$ cat src/rtl/speaker_pcm_decimator_if.sv
// Sample stream from speaker_pcm_decimator to the audio mixer.
// valid/ready: a sample transfers on every rising clk_logic edge where sample_valid_o && sample_ready_i;
// once sample_valid_o is high, sample_o holds steady and valid stays high until that transfer.
interface speaker_pcm_decimator_if #(
    parameter int SAMPLE_WIDTH = 16
);
    logic [SAMPLE_WIDTH-1:0] sample_o;
    logic                    sample_valid_o;
    logic                    sample_ready_i;

    modport master (output sample_o, output sample_valid_o, input sample_ready_i);
    modport slave  (input sample_o, input sample_valid_o, output sample_ready_i);
endinterface

$ cat src/rtl/speaker_pcm_decimator.sv
// Box-car decimates the 1-bit speaker level into a signed PCM sample per strobe-delimited window.
// Optional DC blocker enabled by defining SPEAKER_DC_BLOCK_EN.
module speaker_pcm_decimator #(
    parameter int COUNT_WIDTH  = 12,
    parameter int SAMPLE_WIDTH = 16,
    parameter int DC_SHIFT     = 4
) (
    input  logic                    clk_logic,
    input  logic                    system_reset_n,
    input  logic                    speaker_i,
    input  logic                    sample_strobe_i,
    speaker_pcm_decimator_if.master pcm,
    output logic                    overrun_o,
    input  logic                    overrun_clr_i,
    output logic [1:0]              state_dbg
);
    localparam int CW    = COUNT_WIDTH;
    localparam int SW    = SAMPLE_WIDTH;
    localparam int QW    = SAMPLE_WIDTH - 1;
    localparam int CNT_W = $clog2(SAMPLE_WIDTH);
    localparam logic [CW-1:0] CNT_MAX = '1;

    typedef enum logic [1:0] {IDLE, DIV, FILT, OUT} state_t;

    if (DC_SHIFT < 1 || DC_SHIFT > SAMPLE_WIDTH) begin : g_bad_dc_shift
        $error("speaker_pcm_decimator: DC_SHIFT out of range");
    end

    state_t          state;
    logic [CW-1:0]   tot, hi, tot_nx, hi_nx;
    logic [CW-1:0]   divisor;
    logic [CW:0]     rem, rem_shift, rem_sub;
    logic            rem_ge;
    logic [QW-1:0]   quo, frac;
    logic            q_int;
    logic [CNT_W-1:0] bit_cnt;
    logic [SW-1:0]   y;

    assign state_dbg = state;

    // Saturating window counts including the current cycle.
    assign tot_nx = (tot == CNT_MAX) ? tot : tot + 1'b1;
    assign hi_nx  = (speaker_i && (hi != CNT_MAX)) ? hi + 1'b1 : hi;

    always_ff @(posedge clk_logic or negedge system_reset_n) begin
        if (!system_reset_n) begin
            tot <= '0;
            hi  <= '0;
        end else if (sample_strobe_i) begin
            tot <= '0;
            hi  <= '0;
        end else begin
            tot <= tot_nx;
            hi  <= hi_nx;
        end
    end

    // Restoring division of hi*2^QW by tot: the integer part (only 0 or 1 since hi<=tot)
    // is resolved at capture, the QW fraction bits are produced one per DIV cycle.
    assign rem_shift = rem << 1;
    assign rem_sub   = rem_shift - {1'b0, divisor};
    assign rem_ge    = (rem_shift >= {1'b0, divisor});
    assign frac      = q_int ? {QW{1'b1}} : quo;

`ifdef SPEAKER_DC_BLOCK_EN
    localparam logic signed [SW+1:0] Y_MAX = (SW+2)'((2 ** (SW - 1)) - 1);
    localparam logic signed [SW+1:0] Y_MIN = -(SW+2)'(2 ** (SW - 1));

    logic signed [SW:0]   dc;
    logic signed [SW+1:0] diff, dc_next;

    assign diff    = $signed({3'b000, frac}) - $signed({dc[SW], dc});
    assign dc_next = $signed({dc[SW], dc}) + (diff >>> DC_SHIFT);

    always_comb begin
        y = diff[SW-1:0];
        if (diff > Y_MAX)      y = Y_MAX[SW-1:0];
        else if (diff < Y_MIN) y = Y_MIN[SW-1:0];
    end

    always_ff @(posedge clk_logic or negedge system_reset_n) begin
        if (!system_reset_n)    dc <= '0;
        else if (state == FILT) dc <= dc_next[SW:0];
    end
`else
    assign y = {1'b0, frac};
`endif

    always_ff @(posedge clk_logic or negedge system_reset_n) begin
        if (!system_reset_n) begin
            state              <= IDLE;
            pcm.sample_o       <= '0;
            pcm.sample_valid_o <= 1'b0;
            overrun_o          <= 1'b0;
            divisor            <= '0;
            rem                <= '0;
            quo                <= '0;
            q_int              <= 1'b0;
            bit_cnt            <= '0;
        end else begin
            if (sample_strobe_i && (state != IDLE)) overrun_o <= 1'b1;
            else if (overrun_clr_i)                 overrun_o <= 1'b0;

            case (state)
                IDLE: begin
                    if (sample_strobe_i) begin
                        divisor <= tot_nx;
                        q_int   <= (hi_nx == tot_nx);
                        rem     <= (hi_nx == tot_nx) ? '0 : {1'b0, hi_nx};
                        quo     <= '0;
                        bit_cnt <= CNT_W'(QW - 1);
                        state   <= DIV;
                    end
                end
                DIV: begin
                    rem <= rem_ge ? rem_sub : rem_shift;
                    quo <= {quo[QW-2:0], rem_ge};
                    if (bit_cnt == '0) state <= FILT;
                    else               bit_cnt <= bit_cnt - 1'b1;
                end
                FILT: begin
                    pcm.sample_o       <= y;
                    pcm.sample_valid_o <= 1'b1;
                    state              <= OUT;
                end
                OUT: begin
                    if (pcm.sample_ready_i) begin
                        pcm.sample_valid_o <= 1'b0;
                        state              <= IDLE;
                    end
                end
                default: state <= IDLE;
            endcase
        end
    end
endmodule

$ cat src/flat_wrapper.sv
// flat-port wrapper written by rule: the top's interface ports become plain ports
module speaker_pcm_decimator_flat 
#(
    parameter int COUNT_WIDTH  = 12,
    parameter int SAMPLE_WIDTH = 16,
    parameter int DC_SHIFT     = 4
)
  (clk_logic, system_reset_n, speaker_i, sample_strobe_i, overrun_o, overrun_clr_i, state_dbg, pcm_sample_o, pcm_sample_valid_o, pcm_sample_ready_i);
  speaker_pcm_decimator_if #(.SAMPLE_WIDTH(SAMPLE_WIDTH)) pcm_i ();
  input  logic clk_logic;
  input  logic system_reset_n;
  input  logic speaker_i;
  input  logic sample_strobe_i;
  output logic overrun_o;
  input  logic overrun_clr_i;
  output logic [1:0] state_dbg;
  output wire logic [$bits(pcm_i.sample_o)-1:0] pcm_sample_o;
  output wire logic [$bits(pcm_i.sample_valid_o)-1:0] pcm_sample_valid_o;
  input wire logic [$bits(pcm_i.sample_ready_i)-1:0] pcm_sample_ready_i;
  assign pcm_sample_o = pcm_i.sample_o;
  assign pcm_sample_valid_o = pcm_i.sample_valid_o;
  assign pcm_i.sample_ready_i = pcm_sample_ready_i;
  speaker_pcm_decimator #(.COUNT_WIDTH(COUNT_WIDTH), .SAMPLE_WIDTH(SAMPLE_WIDTH), .DC_SHIFT(DC_SHIFT)) u_core (.clk_logic(clk_logic), .system_reset_n(system_reset_n), .speaker_i(speaker_i), .sample_strobe_i(sample_strobe_i), .pcm(pcm_i), .overrun_o(overrun_o), .overrun_clr_i(overrun_clr_i), .state_dbg(state_dbg));
endmodule
$ cat config.mk
export PLATFORM = sky130hd
export DESIGN_NAME = speaker_pcm_decimator_flat
export DESIGN_NICKNAME = d
export VERILOG_FILES = /design/src/rtl/speaker_pcm_decimator_if.sv /design/src/rtl/speaker_pcm_decimator.sv /design/src/flat_wrapper.sv
export SDC_FILE = /design/constraint.sdc
export NUM_CORES = 1
export LEC_CHECK = 0
export BUFFER_PORTS_ARGS = -buffer_cell sky130_fd_sc_hd__buf_4
export CAP_MARGIN = 40
export CORE_ASPECT_RATIO = 0.7
export CORE_MARGIN = 8
export CORE_UTILIZATION = 45
export CTS_CLUSTER_SIZE = 10
export DETAILED_ROUTE_END_ITERATION = 8
export SLEW_MARGIN = 20
export SYNTH_ARGS = -nofsm -noshare
export SYNTH_HDL_FRONTEND = slang
export SYNTH_SLANG_ARGS = --single-unit
export TNS_END_PERCENT = 50
$ cat constraint.sdc
create_clock -name clk_logic -period 3.8 [get_ports clk_logic]
set_clock_uncertainty 0.15 [all_clocks]
set_input_delay 0.57 -clock clk_logic [delete_from_list [all_inputs] [get_ports clk_logic]]
set_output_delay 0.57 -clock clk_logic [all_outputs]
set_load 0.01 [all_outputs]
==> run_results.csv <==
group,metric,value,unit
route,routedWlPerCell,17.9,µm
route,drt-initial-drc-count,309,
synth,yosysMostFrequentCell,"dfrtp_1",
synth,async_reset_ff_share,100,%
clocking,cts-root-buf,"clkbuf_16",
synth,synth_commonest_cells,"87 x dfrtp_1, 40 x nor2_1, 33 x o21ai_0",
clocking,cts.path.max_buffers,2,
sta,fin_crit_sh,82.3,%
die,die_height,102,µm
final_layout,area_growth_syn_to_layout,12.7,%
sta,slew_headroom,46.8,%
route,vias,3710,
worst_setup_path,crit_end,"u_core.q_int$_DFFE_PN0P_",
sta,setup_viol,0,
global_route,grt_pass1_vias,3541,
synth,ys.flop_type,"dfrtp_1",
worst_setup_path,r2r_cells,10,
final_layout,diodes,0,
final_layout,seqCellArea,0.00218,mm²
sta,rsz0062_at_grt,"false",
synth,yosys_warnings,0,
power,vdd_ir_drop_max,0.401,mV
die,start_util,46.2,%
sta,fin_crit,3.13,ns
synth,ys_ff_latch,87,
global_route,grt_max_degree,35,
die,die_area,0.0142,mm²
synth,ys_types,61,
final_layout,final_area,0.00540,mm²
synth,synth_area,0.00479,mm²
die,boundaryPins,26,
worst_setup_path,critPathLaunch,"u_core.hi[0]$_DFF_PN0_",
synth,yosysSeqAreaShare,45.5,%
worst_hold_path,min_path_type,"input pin to async pin",
worst_setup_path,rr_endpoint,"u_core.q_int$_DFFE_PN0P_",
synth,synth.area.top_cells,"dfrtp_1 45%, ha_1 5.0%, o21ai_0 3.5%",
worst_setup_path,end_kind,"register",
synth,syn-num-nets,503,
worst_setup_path,startpoint_type,"register",
final_layout,fillers,954,
placement,gp_congestion,0.834,
clocking,cts_resized,0,
route,routed_via_density,5.86,
synth,synth_edf_count,0,
clocking,postCtsHoldBufs,0,
sta,worst_pin_slew,0.796,ns
worst_setup_path,required,3.88,ns
clocking,clock-sinks,87,
clocking,clk_pin_slew,0.06,ns
clocking,clock_latency,0.34,ns
sta,max_freq,320,MHz
die,rows,31,
sta,final.setup.tns,0,ns
global_route,grt_pass1_wl,18900,µm
sta,hold-worst-slack,0.0148,ns
status,status,"complete, no violations",
global_route,antenna_found_initial,0,
worst_setup_path,arrival,3.20,ns
global_route,grt_overflow,0,
final_layout,multi_input_area,0.00240,mm²
route,routed_wl,11300,µm
route,firstDrtPassIters,5,
worst_setup_path,r2r_setup_slack,0.67,ns
clocking,post_cts_buffers,0,
route,drc,0,
placement,io_buffer_count,24,
global_route,track_usage,16.8,%
clocking,htree_levels,3,
worst_setup_path,path_max_fanout,13,
placement,place_area,0.00509,mm²
route,ant_nets,0,
die,core_area,0.0104,mm²
sta,slew_viol_final,0,
power,leakage,0.00240,µW
synth,yosysTopAreaCell,"dfrtp_1",
synth,synth.top_cell.area_share,45.5,%
final_layout,nNetsFinal,524,
placement,dp_hpwl,8290,µm
clocking,numCtsBuffers,9,
sta,final_hold_viol_count,0,
worst_setup_path,timing.rr.start,"u_core.hi[0]$_DFF_PN0_",
die,die_x,139,µm
clocking,cts_tree,"built",
final_layout,drive_above_1_share,14.4,%
run,max-cap-violations,0,
synth,syn_avg_cell_area,10.0,µm²
worst_setup_path,path_class,"register to register",
synth,netlist_instances,477,
power,p_per_area,834,mW/mm²
==> sequential cells by signal, indices dropped and copies added, names as in the netlist, 2 cells and up <==
signal               flops
u_core.rem              12
u_core.divisor          12
u_core.tot              12
u_core.hi               12
u_core.pcm.sample_o     15
u_core.quo              15
u_core.bit_cnt           4
u_core.state_dbg         2
==> worst min path at each step <==
stage	start	endpoint	slack (ns)	cells past startpoint
final	system_reset_n	u_core.tot[6]$_DFF_PN0_	0.01	1
after global routing	system_reset_n	u_core.tot[7]$_DFF_PN0_	0.04	1
after CTS	system_reset_n	u_core.tot[6]$_DFF_PN0_	0.03	1
after detailed placement	u_core.divisor[4]$_DFFE_PN0P_	u_core.divisor[4]$_DFFE_PN0P_	0.32	2
after global placement	u_core.divisor[4]$_DFFE_PN0P_	u_core.divisor[4]$_DFFE_PN0P_	0.32	2
after floorplan	system_reset_n	u_core.bit_cnt[0]$_DFFE_PN0P_	0.12	0
==> where the power goes <==
part / internal (µW) / leakage, µW / switching [µW]
sequential: 1140 / 0.00114 / 155
clock: 565 / 0.000151 / 355
combinational: 1040 / 0.00111 / 1250
==> per-layer routing <==
metal,wire (µm),part of all wire (%),vias to the layer above,track usage (%)
met5,0,0,-,0
met4,105,0.93,0,4.03
met3,542,4.8,10,4.67
met2,4570,40,85,23.7
met1,6080,54,1834,24.6
li1,-,-,1781,-
==> cell usage in the layout, fill, tap and decap left out, types with 7 or more instances in the layout <==
cell type and count:
dfrtp_1 87, nor2_1 40, o21ai_0 32, buf_4 31, inv_1 26, nand2_1 26
ha_1 19, a22o_1 17, nand3_1 16, a21oi_1 15, o22a_1 15, xnor2_1 14
xor2_1 14, o31ai_1 12, nor3_1 9, mux2i_1 9, clkbuf_16 9, nand4_1 8
mux2_2 8, a22oi_1 8, a31oi_1 7
==> stage by stage <==
stage | power, µW | worst slack (ns) | util [%] | std cells
finish | 4500 | 0.674 | 52.1 | 633
global route | 4840 | 0.426 | 52.1 | 633
CTS | 4520 | 0.705 | 52.1 | 633
detailed placement | 3590 | 0.734 | 49.2 | 619
global placement | 3530 | 0.792 | 49.0 | 618
floorplan | 2990 | 1.02 | - | 477
==> cell families (layout without fill, tap and decap cells) <==
kind of cell	count (synthesis)	in the layout	synth area share (%)
XOR/XNOR	28	28	5.12
buffers and inverters	48	72	4.39
AND/OR/NAND/NOR	135	135	14.9
multiplexers	17	17	3.76
other	1	1	0.0784
AO/OA/AOI/OAI	141	141	20.9
adder cells (fa/ha/maj)	20	20	5.39
flip-flops	87	87	45.5
==> layout make-up <==
| type | count | area share (%) |
|---|---|---|
| Tap cell | 132 | 3.06 |
| Clock buffer | 9 | 4.17 |
| Timing Repair Buffer | 32 | 4.68 |
| Sequential cell | 87 | 40.4 |
| Multi-Input combinational cell | 342 | 44.5 |
| Inverter | 26 | 1.81 |
| Clock inverter | 5 | 1.39 |
==> critical path: stages, from the launching register on <==
cell,delay [ns]
dfrtp_1,0.42
ha_1,0.24
nand4_1,0.22
o31ai_2,0.46
mux2i_1,0.47
xnor2_1,0.17
nor3_1,0.06
a31oi_1,0.26
nor4_4,0.08
buf_4,0.20
mux2_2,0.27
No activity file was read; power rests on OpenSTA's default activity.
